### src/rtl/sudc_monitor_pkg.sv
// rtl/sudc_monitor_pkg.sv - shared state and delta-class types for the up/down counter monitor
package sudc_mon_pkg;

  typedef enum logic [1:0] {
    ST_INIT,
    ST_SYNC,
    ST_UP,
    ST_DOWN
  } mon_state_t;

  typedef enum logic [1:0] {
    DC_ZERO,
    DC_INC,
    DC_DEC,
    DC_BAD
  } delta_cls_t;

endpackage

### src/rtl/sudc_monitor_if.sv
// rtl/sudc_monitor_if.sv - count sample stream in, direction/error/position status out
interface sudc_monitor_if #(
  parameter int WIDTH = 4,
  parameter int POS_W = 16,
  parameter int ERR_W = 8
);
  logic             sample_en;
  logic [WIDTH-1:0] q_in;
  logic             dir;
  logic             dir_valid;
  logic             dir_chg;
  logic             step_err;
  logic [ERR_W-1:0] err_cnt;
  logic             stall;
  logic [POS_W-1:0] pos;

  // Counter side: presents samples, observes status
  modport master (
    output sample_en, q_in,
    input  dir, dir_valid, dir_chg, step_err, err_cnt, stall, pos
  );

  // Monitor side: consumes samples, drives status
  modport slave (
    input  sample_en, q_in,
    output dir, dir_valid, dir_chg, step_err, err_cnt, stall, pos
  );
endinterface

### src/rtl/sudc_monitor_delta_cls.sv
// rtl/sudc_monitor_delta_cls.sv - combinational modulo-2^WIDTH delta and step classifier
import sudc_mon_pkg::*;

module sudc_delta_cls #(
  parameter int WIDTH = 4
) (
  input  logic [WIDTH-1:0] q_in,
  input  logic [WIDTH-1:0] prev,
  output delta_cls_t       cls
);
  logic [WIDTH-1:0] delta;

  // Subtraction wraps naturally, so 15->0 is +1 and 0->15 is all ones
  always_comb begin
    delta = q_in - prev;
    if (delta == '0)
      cls = DC_ZERO;
    else if (delta == WIDTH'(1))
      cls = DC_INC;
    else if (delta == {WIDTH{1'b1}})
      cls = DC_DEC;
    else
      cls = DC_BAD;
  end
endmodule

### src/rtl/sudc_monitor.sv
// rtl/sudc_monitor.sv - direction/reversal/error/stall checker for a counter bus; SUDC_MON_POS_EN builds the position accumulator
import sudc_mon_pkg::*;

module sudc_monitor #(
  parameter int WIDTH     = 4,
  parameter int STALL_MAX = 3,
  parameter int POS_W     = 16,
  parameter int ERR_W     = 8
) (
  input  logic         clk,
  input  logic         rst,
  sudc_monitor_if.slave bus
);
  localparam int SC_W = $clog2(STALL_MAX + 1);

  mon_state_t       state;
  delta_cls_t       cls;
  logic [WIDTH-1:0] prev;
  logic             dir_r;
  logic             dir_valid_r;
  logic             dir_chg_r;
  logic             step_err_r;
  logic [ERR_W-1:0] err_cnt_r;
  logic [SC_W-1:0]  stall_cnt;
  logic             classify;

  sudc_delta_cls #(.WIDTH(WIDTH)) u_cls (
    .q_in (bus.q_in),
    .prev (prev),
    .cls  (cls)
  );

  // The very first sample after reset only seeds prev; everything else is classified
  assign classify = bus.sample_en && (state != ST_INIT);

  // Direction FSM with registered direction, lock and pulse outputs
  always_ff @(posedge clk) begin
    if (!rst) begin
      state       <= ST_INIT;
      prev        <= '0;
      dir_r       <= 1'b0;
      dir_valid_r <= 1'b0;
      dir_chg_r   <= 1'b0;
      step_err_r  <= 1'b0;
    end else begin
      dir_chg_r  <= 1'b0;
      step_err_r <= 1'b0;
      if (bus.sample_en) begin
        prev <= bus.q_in;
        case (state)
          ST_INIT: state <= ST_SYNC;
          ST_SYNC: begin
            case (cls)
              DC_INC: begin
                state <= ST_UP;  dir_r <= 1'b1; dir_valid_r <= 1'b1;
              end
              DC_DEC: begin
                state <= ST_DOWN; dir_r <= 1'b0; dir_valid_r <= 1'b1;
              end
              DC_BAD:  step_err_r <= 1'b1;
              default: ;
            endcase
          end
          ST_UP: begin
            case (cls)
              DC_DEC: begin
                state <= ST_DOWN; dir_r <= 1'b0; dir_chg_r <= 1'b1;
              end
              DC_BAD: begin
                state <= ST_SYNC; dir_valid_r <= 1'b0; step_err_r <= 1'b1;
              end
              default: ;
            endcase
          end
          ST_DOWN: begin
            case (cls)
              DC_INC: begin
                state <= ST_UP; dir_r <= 1'b1; dir_chg_r <= 1'b1;
              end
              DC_BAD: begin
                state <= ST_SYNC; dir_valid_r <= 1'b0; step_err_r <= 1'b1;
              end
              default: ;
            endcase
          end
          default: state <= ST_INIT;
        endcase
      end
    end
  end

  // Consecutive zero-delta counter, saturating at STALL_MAX
  always_ff @(posedge clk) begin
    if (!rst)
      stall_cnt <= '0;
    else if (classify) begin
      if (cls == DC_ZERO) begin
        if (stall_cnt != SC_W'(STALL_MAX))
          stall_cnt <= stall_cnt + 1'b1;
      end else
        stall_cnt <= '0;
    end
  end

  // Saturating count of illegal steps, one per step_err pulse
  always_ff @(posedge clk) begin
    if (!rst)
      err_cnt_r <= '0;
    else if (classify && (cls == DC_BAD) && (err_cnt_r != {ERR_W{1'b1}}))
      err_cnt_r <= err_cnt_r + 1'b1;
  end

`ifdef SUDC_MON_POS_EN
  localparam logic [POS_W-1:0] POS_MAX = {1'b0, {(POS_W-1){1'b1}}};
  localparam logic [POS_W-1:0] POS_MIN = {1'b1, {(POS_W-1){1'b0}}};
  logic [POS_W-1:0] pos_r;

  // Signed net-step accumulator that clamps rather than wraps
  always_ff @(posedge clk) begin
    if (!rst)
      pos_r <= '0;
    else if (classify) begin
      if (cls == DC_INC && pos_r != POS_MAX)
        pos_r <= pos_r + 1'b1;
      else if (cls == DC_DEC && pos_r != POS_MIN)
        pos_r <= pos_r - 1'b1;
    end
  end

  assign bus.pos = pos_r;
`else
  assign bus.pos = '0;
`endif

  assign bus.dir       = dir_r;
  assign bus.dir_valid = dir_valid_r;
  assign bus.dir_chg   = dir_chg_r;
  assign bus.step_err  = step_err_r;
  assign bus.err_cnt   = err_cnt_r;
  assign bus.stall     = (stall_cnt == SC_W'(STALL_MAX));
endmodule
### src/flat_wrapper.sv
// flat-port wrapper written by rule: the top's interface ports become plain ports
module sudc_monitor_flat 
#(
  parameter int WIDTH     = 4,
  parameter int STALL_MAX = 3,
  parameter int POS_W     = 16,
  parameter int ERR_W     = 8
)
  (clk, rst, bus_sample_en, bus_q_in, bus_dir, bus_dir_valid, bus_dir_chg, bus_step_err, bus_err_cnt, bus_stall, bus_pos);
  sudc_monitor_if #(.WIDTH(WIDTH), .POS_W(POS_W), .ERR_W(ERR_W)) bus_i ();
  input  logic clk;
  input  logic rst;
  input wire logic [$bits(bus_i.sample_en)-1:0] bus_sample_en;
  input wire logic [$bits(bus_i.q_in)-1:0] bus_q_in;
  output wire logic [$bits(bus_i.dir)-1:0] bus_dir;
  output wire logic [$bits(bus_i.dir_valid)-1:0] bus_dir_valid;
  output wire logic [$bits(bus_i.dir_chg)-1:0] bus_dir_chg;
  output wire logic [$bits(bus_i.step_err)-1:0] bus_step_err;
  output wire logic [$bits(bus_i.err_cnt)-1:0] bus_err_cnt;
  output wire logic [$bits(bus_i.stall)-1:0] bus_stall;
  output wire logic [$bits(bus_i.pos)-1:0] bus_pos;
  assign bus_i.sample_en = bus_sample_en;
  assign bus_i.q_in = bus_q_in;
  assign bus_dir = bus_i.dir;
  assign bus_dir_valid = bus_i.dir_valid;
  assign bus_dir_chg = bus_i.dir_chg;
  assign bus_step_err = bus_i.step_err;
  assign bus_err_cnt = bus_i.err_cnt;
  assign bus_stall = bus_i.stall;
  assign bus_pos = bus_i.pos;
  sudc_monitor #(.WIDTH(WIDTH), .STALL_MAX(STALL_MAX), .POS_W(POS_W), .ERR_W(ERR_W)) u_core (.clk(clk), .rst(rst), .bus(bus_i));
endmodule
### config.mk
export PLATFORM = sky130hd
export DESIGN_NAME = sudc_monitor_flat
export DESIGN_NICKNAME = d
export VERILOG_FILES = /design/src/rtl/sudc_monitor_pkg.sv /design/src/rtl/sudc_monitor_if.sv /design/src/rtl/sudc_monitor_delta_cls.sv /design/src/rtl/sudc_monitor.sv /design/src/flat_wrapper.sv
export SDC_FILE = /design/constraint.sdc
export NUM_CORES = 1
export LEC_CHECK = 0
export BUFFER_PORTS_ARGS = -buffer_cell sky130_fd_sc_hd__buf_2
export CORE_AREA = 5 5 61 63
export CTS_CLUSTER_SIZE = 10
export DETAILED_ROUTE_END_ITERATION = 6
export DIE_AREA = 0 0 66 68
export GPL_ROUTABILITY_DRIVEN = 0
export GPL_TIMING_DRIVEN = 0
export PLACE_DENSITY = 0.7
export SLEW_MARGIN = 20
export SYNTH_ARGS = -nofsm -noshare
export SYNTH_HDL_FRONTEND = slang
export SYNTH_SLANG_ARGS = --single-unit
export TNS_END_PERCENT = 10
### constraint.sdc
create_clock -name clk -period 2.5 [get_ports clk]
set_input_delay 0.125 -clock clk [delete_from_list [all_inputs] [get_ports clk]]
set_output_delay 0.125 -clock clk [all_outputs]
set_load 0.02 [all_outputs]
==> flow_summary.json <==
{
  "rows": 21,
  "grt.overflow.total": 0,
  "path_cells": "ha_4, fa_2, xor2_2, or3_4, mux2i_2, buf_4, ha_4, and3b_1, o211ai_1, nand2_1, a21oi_2",
  "critPathTopFamily": "adder cells",
  "critPathMaxFanout": 4,
  "fp.dieW_um": 66,
  "dieArea_sq_um": 4490,
  "nets": 207,
  "ant_nets": 0,
  "hold_buffers": 0,
  "p_seq_share_pct": 38.5,
  "io_buffers": 18,
  "grt_pass1_vias": 1060,
  "insertion_delay_ns": 0.31,
  "n_antenna_cell": 0,
  "violations": "negative setup slack",
  "place_ws_ns": -0.150,
  "grt_max_degree": 13,
  "grt_pass1_wl_um": 4420,
  "cp-end-kind": "flip-flop",
  "status": "finished, violations left",
  "vias": 1109,
  "worst-r2r-cell-count": 11,
  "hp-start": "bus_q_in[0]",
  "drive_gt1_share_pct": 37.8,
  "area_growth_pct": 28.7,
  "clkTransAtPathRegs_ns": 0.11,
  "r2r_setup_slack_ns": -0.05,
  "slowest_delay_ns": 0.35,
  "p_sw_share_pct": 30.1,
  "critPathKind": "flip-flop to flip-flop",
  "ios": 36,
  "ys_seq_elements": 20,
  "vdd_drop_max_uv": 276,
  "hold_slack_ns": 0.0732,
  "layout_common_cells": "20 x buf_4, 20 x buf_2, 19 x dfxtp_1",
  "crit_arrival_ns": 2.80,
  "tritoncts": "yes",
  "r2r-end": "u_core.bus.dir",
  "syn_avg_cell_area_sq_um": 9.01,
  "share_comb_of_total_power_pct": 31.3,
  "root_buffer": "clkbuf_4",
  "vias_per_cell": 4.74,
  "powerDensity_nw_per_um2": 523,
  "dp_hpwl_um": 2110,
  "r2r-start": "u_core.prev[0]",
  "cp_num_buf_inv": 1,
  "finalMaxSlewViolations": 0,
  "pwr-share-clk_pct": 30.2,
  "skew_ns": 0.00914,
  "routedWlPerCell_um": 11.9,
  "hold_viol": 0,
  "drc": 0,
  "wl_um": 2800,
  "seq_area_frac_synth_pct": 30.2,
  "setup_viol": 7,
  "start_kind": "flip-flop",
  "worstHoldEndpoint": "u_core.prev[0]",
  "synthesis.area_sq_um": 1320,
  "start_util_pct": 41.6,
  "yosysWarnings": 0,
  "hold_path_class": "primary input to flip-flop",
  "rsz0062_at_grt": "true",
  "die_height_um": 68,
  "drtPass1Iterations": 4,
  "core_sq_um": 3180,
  "synthCells": 147,
  "h-tree-depth": 1,
  "switching_power_uw": 268,
  "fin_ws_ns": -0.0497,
  "crit_top_cell": "ha_4",
  "min_period_ns": 2.55,
  "clockBufferDepth": 2,
  "synthDistinctLibCells": 43,
  "drt-initial-drc-count": 65,
  "startpoint": "u_core.prev[0]",
  "clock_sinks": 20,
  "leakage_uw": 0.000791,
  "fmax_ghz": 0.392,
  "cpMaxStageDelayCell": "dfxtp_2",
  "finalCritPeriodShare_pct": 102,
  "antenna_found_initial": 0,
  "drv_cap": 0,
  "cts_made_buffers": 3,
  "p_int_uw": 624,
  "whs_path_depth": 3,
  "grt_use_total_pct": 12.6,
  "worstPathRequired_ns": 2.75
}
-- layout make-up --
type,instances,area (sq um)
Timing Repair Buffer,22,124
Multi-Input combinational cell,112,882
Tap cell,46,57.6
Inverter,8,30.0
Fill cell,309,1480
Buffer,22,156
Clock inverter,1,30.0
Sequential cell,20,402
Clock buffer,3,22.5
-- metal layers --
layer  track usage, %  wire [um]
met1             13.4       1090
met4             5.08         44
met2             24.0       1510
met3             2.63        155
met5                0          0
-- synthesized netlist by cell type --
cell type  instances  share of area (%)
nor2b_1            3                1.4
and3b_1            1               0.66
nor2_2             2               0.95
o21ai_0            5                1.9
nor2_1            13                3.7
a31o_1             1               0.66
and3_1             4                1.9
clkbuf_1           2               0.57
ha_1              10                9.5
a31oi_2            1               0.95
nor3_2             1               0.76
o211a_1            1               0.76
a311oi_1           2                1.3
xnor2_1            2                1.3
buf_6              1               0.85
a211oi_2           2                1.9
and4_1             1               0.66
nand2_1            7                2.0
o21ai_2            1               0.66
mux2i_1            8                6.0
or3_1              1               0.47
mux2_1             1               0.85
buf_2              2               0.76
o211ai_1           1               0.57
o211ai_4           1                1.6
and4_4             1               0.85
nor3b_1            1               0.57
inv_1              8                2.3
nand3_1            5                1.9
a21oi_2            1               0.66
nand2b_1           1               0.47
conb_1             1               0.28
and2_1             1               0.47
nor2b_4            1                1.0
o21ai_1            1               0.38
o22ai_1            1               0.47
xnor2_2            1                1.2
xor2_1             1               0.66
dfxtp_1           20                 30
a21oi_1            5                1.9
a31oi_1            6                2.8
fa_1               1                1.5
buf_4             17                9.6
-- through the flow --
| stage | utilization [%] | std cells | power [uW] | TNS [ns] | cell area [sq um] |
|---|---|---|---|---|---|
| floorplan | - | 162 | 546 | 0 | 1400 |
| global placement | 48.7 | 226 | 580 | -0.375 | 1550 |
| detailed placement | 48.7 | 226 | 588 | -0.746 | 1550 |
| CTS | 52.0 | 232 | 872 | -0.235 | 1650 |
| global route | 53.6 | 234 | 941 | -1.00 | 1700 |
| finish | 53.6 | 234 | 892 | -0.223 | 1700 |
-- power groups by stage --
stage          combinational [uW]  sequential, uW  clock [uW]
2_1_floorplan                 188             357           0
3_3_place_gp                  230             349           0
3_5_place_dp                  238             350           0
4_1_cts                       252             344         276
5_1_grt                       301             346         293
6_report                      279             344         269
-- worst max path at each step --
stage	end	slack, ns	cells past startpoint
after global placement	u_core.state[1]	-0.09	9
after CTS	u_core.bus.dir	-0.05	10
after floorplan	u_core.bus.err_cnt[7]	0.0007	10
final	u_core.bus.dir	-0.05	11
after detailed placement	u_core.bus.err_cnt[7]	-0.15	10
after global routing	u_core.state[1]	-0.14	10
-- what timing repair did --
item | CTS | global route
endpoints found under the setup margin | 10 | 12
endpoints found under the hold margin | 0 | 0
setup buffers | 2 | 2
resized for setup | 8 | 9
pin swaps | 3 | 6
-- cells by family (layout without fill, tap and decap cells) --
family | after synthesis | in the layout | share of synthesized area (%)
AO/OA/AOI/OAI | 29 | 29 | 16.5
XOR/XNOR | 4 | 4 | 3.21
adder cells (fa/ha/maj) | 11 | 11 | 11.0
buffers and inverters | 30 | 56 | 14.1
flip-flops | 20 | 20 | 30.2
multiplexers | 9 | 9 | 6.90
other | 1 | 16 | 0.283
AND/OR/NAND/NOR | 43 | 43 | 17.8
-- flip-flops by register name, indices dropped and copies added, names as in the netlist --
signal and count:
u_core.bus.dir_valid 1, u_core.state 2, u_core.bus.dir_chg 1, u_core.prev 4
u_core.bus.dir 1, u_core.bus.err_cnt 8, u_core.stall_cnt 2, u_core.bus.step_err 1
-- worst reg2reg max path, stage by stage, from the launching register on --
cell      delay (ns)
dfxtp_2         0.35
ha_4            0.16
fa_2            0.35
xor2_2          0.20
or3_4           0.35
mux2i_2         0.18
buf_4           0.15
ha_4            0.20
and3b_1         0.19
o211ai_1        0.16
nand2_1         0.09
a21oi_2         0.12
No activity file was read; power rests on OpenSTA's default activity.
